===== src/rtl/nibble_serial_adder.sv =====
// ---------------------------------------------------------------------------
// nibble_serial_adder
//   Multi-cycle WIDTH-bit adder/subtractor. A single 4-bit carry-lookahead
//   slice is reused once per clock, LSB nibble first, with the inter-nibble
//   carry held in a register. Handshakes on both sides are valid/ready.
//
// Ports:
//   clk, rst          clock (rising edge), asynchronous active-high reset
//   start_valid/ready upstream handshake; ready only while idle
//   a, b, cin, sub    operands and mode, captured at accept
//   result_valid/ready downstream handshake
//   sum, cout         result and carry (in subtract, cout=0 means borrow)
//   overflow, zero    two's-complement overflow, sum==0
// ---------------------------------------------------------------------------

// 4-bit carry-lookahead slice: all carries computed from generate/propagate.
module CLA_adder4bit (
    input  logic [3:0] i_a,
    input  logic [3:0] i_b,
    input  logic       i_cin,
    output logic [3:0] o_sum,
    output logic       o_cout
);
    logic [3:0] w_g;
    logic [3:0] w_p;
    logic [3:0] w_c;

    assign w_g = i_a & i_b;
    assign w_p = i_a ^ i_b;

    assign w_c[0] = i_cin;
    assign w_c[1] = w_g[0] | (w_p[0] & i_cin);
    assign w_c[2] = w_g[1] | (w_p[1] & w_g[0]) | (w_p[1] & w_p[0] & i_cin);
    assign w_c[3] = w_g[2] | (w_p[2] & w_g[1]) | (w_p[2] & w_p[1] & w_g[0])
                  | (w_p[2] & w_p[1] & w_p[0] & i_cin);
    assign o_cout = w_g[3] | (w_p[3] & w_g[2]) | (w_p[3] & w_p[2] & w_g[1])
                  | (w_p[3] & w_p[2] & w_p[1] & w_g[0])
                  | (w_p[3] & w_p[2] & w_p[1] & w_p[0] & i_cin);

    assign o_sum = w_p ^ w_c;
endmodule

module nibble_serial_adder #(
    parameter int WIDTH = 16
) (
    input  logic             clk,
    input  logic             rst,
    input  logic             start_valid,
    output logic             start_ready,
    input  logic [WIDTH-1:0] a,
    input  logic [WIDTH-1:0] b,
    input  logic             cin,
    input  logic             sub,
    output logic             result_valid,
    input  logic             result_ready,
    output logic [WIDTH-1:0] sum,
    output logic             cout,
    output logic             overflow,
    output logic             zero
);
    localparam int N     = WIDTH / 4;
    localparam int IDX_W = (N > 1) ? $clog2(N) : 1;

    generate
        if ((WIDTH % 4) != 0 || WIDTH < 4) begin : g_bad_width
            $error("nibble_serial_adder: WIDTH must be a multiple of 4 and >= 4");
        end
    endgenerate

    typedef enum logic [1:0] {S_IDLE, S_RUN, S_DONE} state_t;

    state_t                r_state;
    state_t                w_state_next;

    // Operands viewed as nibble arrays so the slice input is a plain index.
    logic [N-1:0][3:0]     r_a;
    logic [N-1:0][3:0]     r_b;
    logic [N-1:0][3:0]     r_acc;      // working sum, filled nibble by nibble
    logic [N-1:0][3:0]     w_acc_next;
    logic                  r_carry;
    logic                  r_sign_a;
    logic                  r_sign_b;
    logic [IDX_W-1:0]      r_idx;

    logic [WIDTH-1:0]      r_sum;
    logic                  r_cout;
    logic                  r_ovf;
    logic                  r_zero;
    logic                  r_result_valid;

    logic                  w_accept;
    logic                  w_last;
    logic [WIDTH-1:0]      w_b_in;
    logic [3:0]            w_sl_sum;
    logic                  w_sl_cout;

    assign start_ready  = (r_state == S_IDLE);
    assign result_valid = r_result_valid;
    assign sum          = r_sum;
    assign cout         = r_cout;
    assign overflow     = r_ovf;
    assign zero         = r_zero;

    assign w_accept = start_valid & start_ready;
    assign w_last   = (r_idx == IDX_W'(N - 1));
    // Subtract is A + ~B + ~borrow_in.
    assign w_b_in   = sub ? ~b : b;

    CLA_adder4bit u_slice (
        .i_a    (r_a[r_idx]),
        .i_b    (r_b[r_idx]),
        .i_cin  (r_carry),
        .o_sum  (w_sl_sum),
        .o_cout (w_sl_cout)
    );

    // Full sum including the nibble being produced this cycle; on the last
    // nibble this is the final result used for the zero flag.
    always_comb begin
        w_acc_next        = r_acc;
        w_acc_next[r_idx] = w_sl_sum;
    end

    always_ff @(posedge clk or posedge rst) begin
        if (rst) r_state <= S_IDLE;
        else     r_state <= w_state_next;
    end

    always_comb begin
        w_state_next = r_state;
        case (r_state)
            S_IDLE:  if (w_accept)     w_state_next = S_RUN;
            S_RUN:   if (w_last)       w_state_next = S_DONE;
            S_DONE:  if (result_ready) w_state_next = S_IDLE;
            default:                   w_state_next = S_IDLE;
        endcase
    end

    always_ff @(posedge clk or posedge rst) begin
        if (rst) begin
            r_a            <= '0;
            r_b            <= '0;
            r_acc          <= '0;
            r_carry        <= 1'b0;
            r_sign_a       <= 1'b0;
            r_sign_b       <= 1'b0;
            r_idx          <= '0;
            r_sum          <= '0;
            r_cout         <= 1'b0;
            r_ovf          <= 1'b0;
            r_zero         <= 1'b0;
            r_result_valid <= 1'b0;
        end else begin
            r_result_valid <= (w_state_next == S_DONE);
            case (r_state)
                S_IDLE: begin
                    if (w_accept) begin
                        r_a      <= a;
                        r_b      <= w_b_in;
                        r_carry  <= cin ^ sub;
                        r_sign_a <= a[WIDTH-1];
                        r_sign_b <= w_b_in[WIDTH-1];
                        r_idx    <= '0;
                    end
                end
                S_RUN: begin
                    r_acc   <= w_acc_next;
                    r_carry <= w_sl_cout;
                    if (w_last) begin
                        // Outputs only change here, so they stay stable
                        // through the following RUN of the next operation.
                        r_idx  <= '0;
                        r_sum  <= w_acc_next;
                        r_cout <= w_sl_cout;
                        r_ovf  <= (r_sign_a == r_sign_b) & (w_sl_sum[3] != r_sign_a);
                        r_zero <= (w_acc_next == '0);
                    end else begin
                        r_idx <= r_idx + 1'b1;
                    end
                end
                default: ;
            endcase
        end
    end
endmodule


===== config.mk =====
export PLATFORM = sky130hd
export DESIGN_NAME = nibble_serial_adder
export DESIGN_NICKNAME = d
export VERILOG_FILES = /design/src/rtl/nibble_serial_adder.sv
export SDC_FILE = /design/constraint.sdc
export NUM_CORES = 1
export LEC_CHECK = 0
export ABC_AREA = 1
export BUFFER_PORTS_ARGS = -buffer_cell sky130_fd_sc_hd__buf_2
export CORE_UTILIZATION = 56
export CTS_BUF_LIST = sky130_fd_sc_hd__clkbuf_4
export CTS_CLUSTER_SIZE = 10
export DETAILED_ROUTE_END_ITERATION = 6
export GPL_TIMING_DRIVEN = 0
export PLACE_DENSITY = 0.87
export SYNTH_ARGS = -nofsm -noshare
export SYNTH_HDL_FRONTEND = slang
export SYNTH_SLANG_ARGS = --single-unit

===== constraint.sdc =====
create_clock -name clk -period 3.4 [get_ports clk]
set_clock_uncertainty 0.15 [all_clocks]
set_input_delay 0.34 -clock clk [delete_from_list [all_inputs] [get_ports clk]]
set_output_delay 0.34 -clock clk [all_outputs]
set_load 0.05 [all_outputs]

==> impl_metrics.py, run 1 <==
metrics = {
    "logic_synthesis": {
        "synth.yosys.seq_area_share": 0.514,
        "async_flop_share": 1.00,
        "synth_area_leaders": "dfrtp_1, nand2_1, o21ai_0",
        "synth.most_common_cell": "nand2_1",
        "yosysTopAreaCell": "dfrtp_1",
        "netlist_top_cells_count": "nand2_1, dfrtp_1, o21ai_0, nor2_1, inv_1",
        "ys_ff_latch": 70,
        "synth_edf_count": 0,
        "syn_nets": 458,
        "ys_dominant_reg_cell": "dfrtp_1",
        "yosys.area.top_type_share": 0.514,
        "synth_cells": 411,
        "syn_area_um2": 3410,
        "synth.avg_cell_area_um2": 8.29,
        "yosys_warnings": 0,
        "yosys.cell_types.count": 26,
    },
    "timing": {
        "worstMarginPinSlew_ns": 0.842,
        "rsz0062_at_grt": "no",
        "fmax_ghz": 0.325,
        "hold_violations": 0,
        "finalSetupViolCount": 0,
        "fin_crit_sh": 0.905,
        "setup_tns_ns": 0,
        "maxSlewHeadroom": 0.439,
        "worst_hold_slack_ns": 0.0481,
        "fin_crit_ns": 3.08,
        "slew_viol_final": 0,
    },
    "route": {
        "first_pass_iters": 7,
        "routedWlPerCell_um": 13.5,
        "drtAntennaViolNets": 0,
        "finalWirelength_um": 7760,
        "vias_per_cell": 5.36,
        "drt-initial-drc-count": 182,
        "vias": 3090,
        "remaining_drc_errors": 1,
    },
    "cts": {
        "cts-root-buf": "clkbuf_4",
        "cts_max_path_buffers": 2,
        "htree_levels": 3,
        "numCtsBuffers": 9,
        "clk-insertion-delay-late_ns": 0.42,
        "cts_sinks": 70,
        "post_cts_buffers": 0,
        "cts.clk_slew.worst_paths_ns": 0.11,
        "cts_tree": "done",
    },
    "setup_path": {
        "path_max_fanout": 11,
        "critPathCaptureType": "register",
        "rrSetupSlack_ns": 0.32,
        "critPathArrivalTime_ns": 3.28,
        "cp_data_required_time_ns": 3.60,
        "path_class": "register to register",
        "worst_setup_path_start_kind": "register",
    },
    "outcome": {
        "violations": "design-rule violations",
        "status": "finished, violations left",
    },
    "floorplan": {
        "fp.dieH_um": 80.0,
        "boundaryPins": 59,
        "die_w_um": 80.0,
        "num_rows": 28,
        "core_area_um2": 5890,
        "die_area_um2": 6400,
        "start_util": 0.579,
    },
    "placed_design": {
        "hpwl_um": 5330,
        "place_area_um2": 3790,
        "numPortBuffers": 57,
        "place_congestion": 0.861,
        "dp.cells": 543,
    },
    "global_route": {
        "grt-ovfl-total": 0,
        "grt_pass1_vias": 2975,
        "grt_max_degree": 71,
        "track_usage": 0.273,
        "antenna_found_initial": 0,
        "grt_pass1_wl_um": 13200,
    },
    "finish": {
        "syn_to_final_growth_pct": 19.7,
        "fillers": 479,
        "fin_cells": 576,
        "antennaDiodeCount": 0,
        "stdcell_area_um2": 4080,
        "nets": 544,
        "drive_gt1_frac": 0.188,
    },
    "hold_path": {
        "hold_class": "primary input to register",
    },
    "flow_run": {
        "drv_cap": 0,
    },
}
## placed cells by master (no fill, tap or decap), types with 2 or more instances in the layout
cell type and n:
nand2_1 138, dfrtp_1 69, o21ai_0 62, buf_2 61, nor2_1 28, inv_1 19, nand3_1 18, dlygate4sd3_1 18
xnor2_1 17, clkbuf_4 12, clkbuf_1 9, o22ai_1 8, ha_1 8, or2_2 7, nand2_2 4, clkinv_1 3
nand4_1 2, buf_4 2, o31ai_1 2
## flip-flops by register name, summed over array words and instances, names as in the netlist
register	cells
r_a	16
r_b	16
sum	16
r_acc	13
r_idx	2
r_state	2
cout	1
overflow	1
r_carry	1
result_valid	1
zero	1
## layout make-up
| class | count | area, um^2 | share of cell area |
|---|---|---|---|
| repair buffers | 75 | 465 | 0.114 |
| plain buffers | 16 | 73.8 | 0.0181 |
| inverters | 22 | 88.8 | 0.0218 |
| well taps | 75 | 93.8 | 0.0230 |
| clock buffers | 12 | 90.1 | 0.0221 |
| flip-flops and latches | 70 | 1750 | 0.430 |
| multi-input cells | 303 | 1500 | 0.368 |
| clock inverters | 3 | 12.5 | 0.00307 |
## per-stage QoR
step / util / setup slack [ns]
after floorplan: - / 0.829
after global placement: 0.643 / 0.269
after detailed placement: 0.643 / 0.202
after CTS: 0.692 / 0.138
after global routing: 0.693 / 0.0674
final: 0.693 / 0.323
## worst paths after layout
| kind | startpoint | to | cells after the start |
|---|---|---|---|
| setup / recovery | r_idx[0] | zero | 14 |
| hold / removal | b[6] | r_b[6] | 3 |
| setup reg to reg | r_idx[0] | zero | 14 |
| hold reg to reg | sum[12] | sum[12] | 2 |
| max in group asynchronous | rst | r_idx[0] | 3 |
| min in group asynchronous | rst | sum[4] | 3 |
## cells by family (layout without fill, tap and decap cells)
group	Yosys count	count (layout)	share of synthesized area
adders and majority gates	9	9	0.0353
and+or+nand+nor	201	201	0.243
AOI/OAI and AO/OA	76	76	0.118
buffers and inverters	38	128	0.0456
xor gates and xnor gates	17	17	0.0437
DFF	70	70	0.514
## worst max-delay path: stages (launching register included)
cell,delay (ns)
dfrtp_2,0.52
clkinvlp_4,0.18
clkbuf_2,0.26
nor2_1,0.06
o22ai_1,0.33
fa_1,0.58
nand2_1,0.11
nand2_1,0.08
nor2_1,0.17
nand3_1,0.15
nor2_1,0.11
nand3_1,0.09
nor2_1,0.10
nand2_1,0.06
nand2_1,0.06
## per-layer routing
layer	up-vias	wire, um	track usage
li1	1498	-	-
met1	1471	3320	0.337
met2	103	3910	0.472
met3	18	356	0.0423
met4	0	170	0.116
met5	-	0	0
## what timing repair did
| item | in CTS | in global routing |
|---|---|---|
| resized for setup | 0 | 4 |
| hold buffers | 18 | 0 |
| hold endpoints to repair | 88 | 0 |
| setup endpoints to repair | 0 | 1 |
Power of run 1 is not shown: default switching activity piles up to over one toggle a cycle in this logic, so the estimate is an artifact.
==> run 2, diff against run 1 <==
CORE_UTILIZATION = 36   (was 56)
PLACE_DENSITY = 0.62   (was 0.87)
==> run 2 against run 1 <==
Effect of this change:
- the flow now finishes without violations
- maximum frequency is 0.61% higher
- worst hold slack worse by 0.021 ns
- count of clock-buffer cells in the layout is 3 lower
- via count is 4.3% lower
- global-route usage is 9.9 points lower
- critical path type unchanged
==> impl_metrics.py, run 2 (synthesized netlist as in run 1, its figures left out) <==
metrics = {
    "placed_design": {
        "hpwl_um": 5590,
        "numPortBuffers": 57,
        "place_congestion": 0.842,
    },
    "route": {
        "vias": 2958,
        "routedWlPerCell_um": 12.9,
        "first_pass_iters": 4,
        "drt-initial-drc-count": 166,
        "remaining_drc_errors": 0,
        "vias_per_cell": 4.83,
        "drtAntennaViolNets": 0,
        "finalWirelength_um": 7900,
    },
    "global_route": {
        "met1_usage": 0.226,
        "met2_usage": 0.290,
        "grt_pass1_wl_um": 13600,
        "grt-ovfl-total": 0,
        "grt_max_degree": 71,
        "grt-busiest-layer": "met2",
        "grt_pass1_vias": 2882,
        "track_usage": 0.174,
        "use_met3": 0.0337,
        "antenna_found_initial": 0,
    },
    "setup_path": {
        "critPathArrivalTime_ns": 3.29,
        "path_class": "register to register",
        "worstRegToRegCells": 14,
        "worst_path_largest_cell_delay_ns": 0.58,
        "path_max_fanout": 11,
        "cp_data_required_time_ns": 3.63,
        "path_cells": "clkinvlp_4 > clkbuf_2 > nor2_1 > o22ai_1 > fa_1 > nand2_1 > o21ai_0 > nor2_1 > nand3_1 > nor2_1 > nand3_1 > nor2_1 > nand2_1 > nand2_1",
        "cp_slowest_cell": "fa_1",
        "r2r_start": "r_idx[0]",
        "worst_setup_path_start_kind": "register",
        "cp-startpoint": "r_idx[0]",
        "rrSetupSlack_ns": 0.34,
        "critPathCaptureType": "register",
        "crit_top_cell": "nor2_1",
        "crit_end": "zero",
        "worstReg2RegEnd": "zero",
    },
    "floorplan": {
        "fp.dieH_um": 99.3,
        "core_area_um2": 9200,
        "num_rows": 35,
        "boundaryPins": 59,
        "die_area_um2": 9850,
        "start_util": 0.370,
        "die_w_um": 99.3,
    },
    "pwr": {
        "p_leak_nw": 2.08,
        "total_power_mw": 4.63,
        "peakVddDrop_v": 0.000444,
        "p_per_area_nw_per_um2": 1120,
    },
    "finish": {
        "drive_gt1_frac": 0.187,
        "syn_to_final_growth_pct": 21.1,
        "nets": 544,
        "antennaDiodeCount": 0,
        "final_core_util": 0.449,
        "final_cell_mix": "nand2_1, dfrtp_1, o21ai_0",
        "layout_commonest_cell": "nand2_1",
    },
    "cts": {
        "cts_max_path_buffers": 2,
        "cts_sinks": 70,
        "numCtsBuffers": 9,
        "cts-root-buf": "clkbuf_4",
        "htree_levels": 3,
        "cts.clk_slew.worst_paths_ns": 0.12,
        "post_cts_buffers": 0,
        "clk-insertion-delay-late_ns": 0.43,
        "cts_tree": "done",
    },
    "timing": {
        "setup_tns_ns": 0,
        "hold_violations": 0,
        "slew_viol_final": 0,
        "worstMarginPinSlew_ns": 0.866,
        "rsz0062_at_grt": "no",
        "fin_crit_sh": 0.900,
        "maxSlewHeadroom": 0.423,
        "fin_crit_ns": 3.06,
        "worst_hold_slack_ns": 0.0271,
        "fmax_ghz": 0.327,
        "finalSetupViolCount": 0,
    },
    "hold_path": {
        "hold_class": "primary input to register",
    },
    "outcome": {
        "status": "finished clean",
    },
    "flow_run": {
        "drv_cap": 0,
    },
}
==> run 2: power breakdown <==
| group | switching, mW | internal (mW) |
|---|---|---|
| clock network | 0.308 | 0.146 |
| registers | 0.246 | 1.22 |
| logic | 1.86 | 0.852 |
==> run 2: worst max-delay path: cells and delay by family (launching register included) <==
kind            cells  cell delay, ns
compound gates      2            0.48
fa+ha+maj           1            0.58
flops               1            0.51
buf+inv             2            0.46
simple gates        9            0.83
==> run 2: worst min path at each step <==
stage            startpoint         end  slack (ns)  cells past startpoint
2_1_floorplan  result_ready  r_state[1]        0.29                      1
3_3_place_gp        sum[13]     sum[13]        0.30                      2
3_5_place_dp         sum[8]      sum[8]        0.30                      2
4_1_cts               b[10]     r_b[10]        0.03                      3
5_1_grt                b[7]      r_b[7]        0.02                      3
6_report              b[10]     r_b[10]        0.03                      3
==> run 2: stage by stage <==
stage,cells,setup slack (ns),instance area [um^2]
6_report,613,0.342,4130
5_1_grt,613,0.0602,4130
4_1_cts,613,0.100,4120
3_5_place_dp,579,0.116,3830
3_3_place_gp,579,0.154,3830
2_1_floorplan,411,0.829,3410
==> run 2: area by class of cell <==
| cell class | count | area, um^2 |
|---|---|---|
| Clock buffer | 9 | 67.6 |
| Clock inverter | 7 | 38.8 |
| Tap cell | 111 | 139 |
| Multi-Input combinational cell | 303 | 1500 |
| Timing Repair Buffer | 75 | 465 |
| Fill cell | 950 | 5070 |
| Inverter | 22 | 88.8 |
| Sequential cell | 70 | 1750 |
| Buffer | 16 | 73.8 |
==> run 2: what timing repair did <==
| action | in CTS | in global routing |
|---|---|---|
| resized for setup | 0 | 4 |
| endpoints found under the setup margin | 0 | 1 |
| hold buffers | 18 | 0 |
| hold endpoints to repair | 88 | 0 |
==> run 2: metal layers <==
| metal | routed length [um] | part of all wire |
|---|---|---|
| met1 | 3800 | 0.48 |
| met3 | 286 | 0.036 |
| met2 | 3720 | 0.47 |
| met4 | 93 | 0.012 |
| met5 | 0 | 0 |
Power figures use the tool's default switching activity.
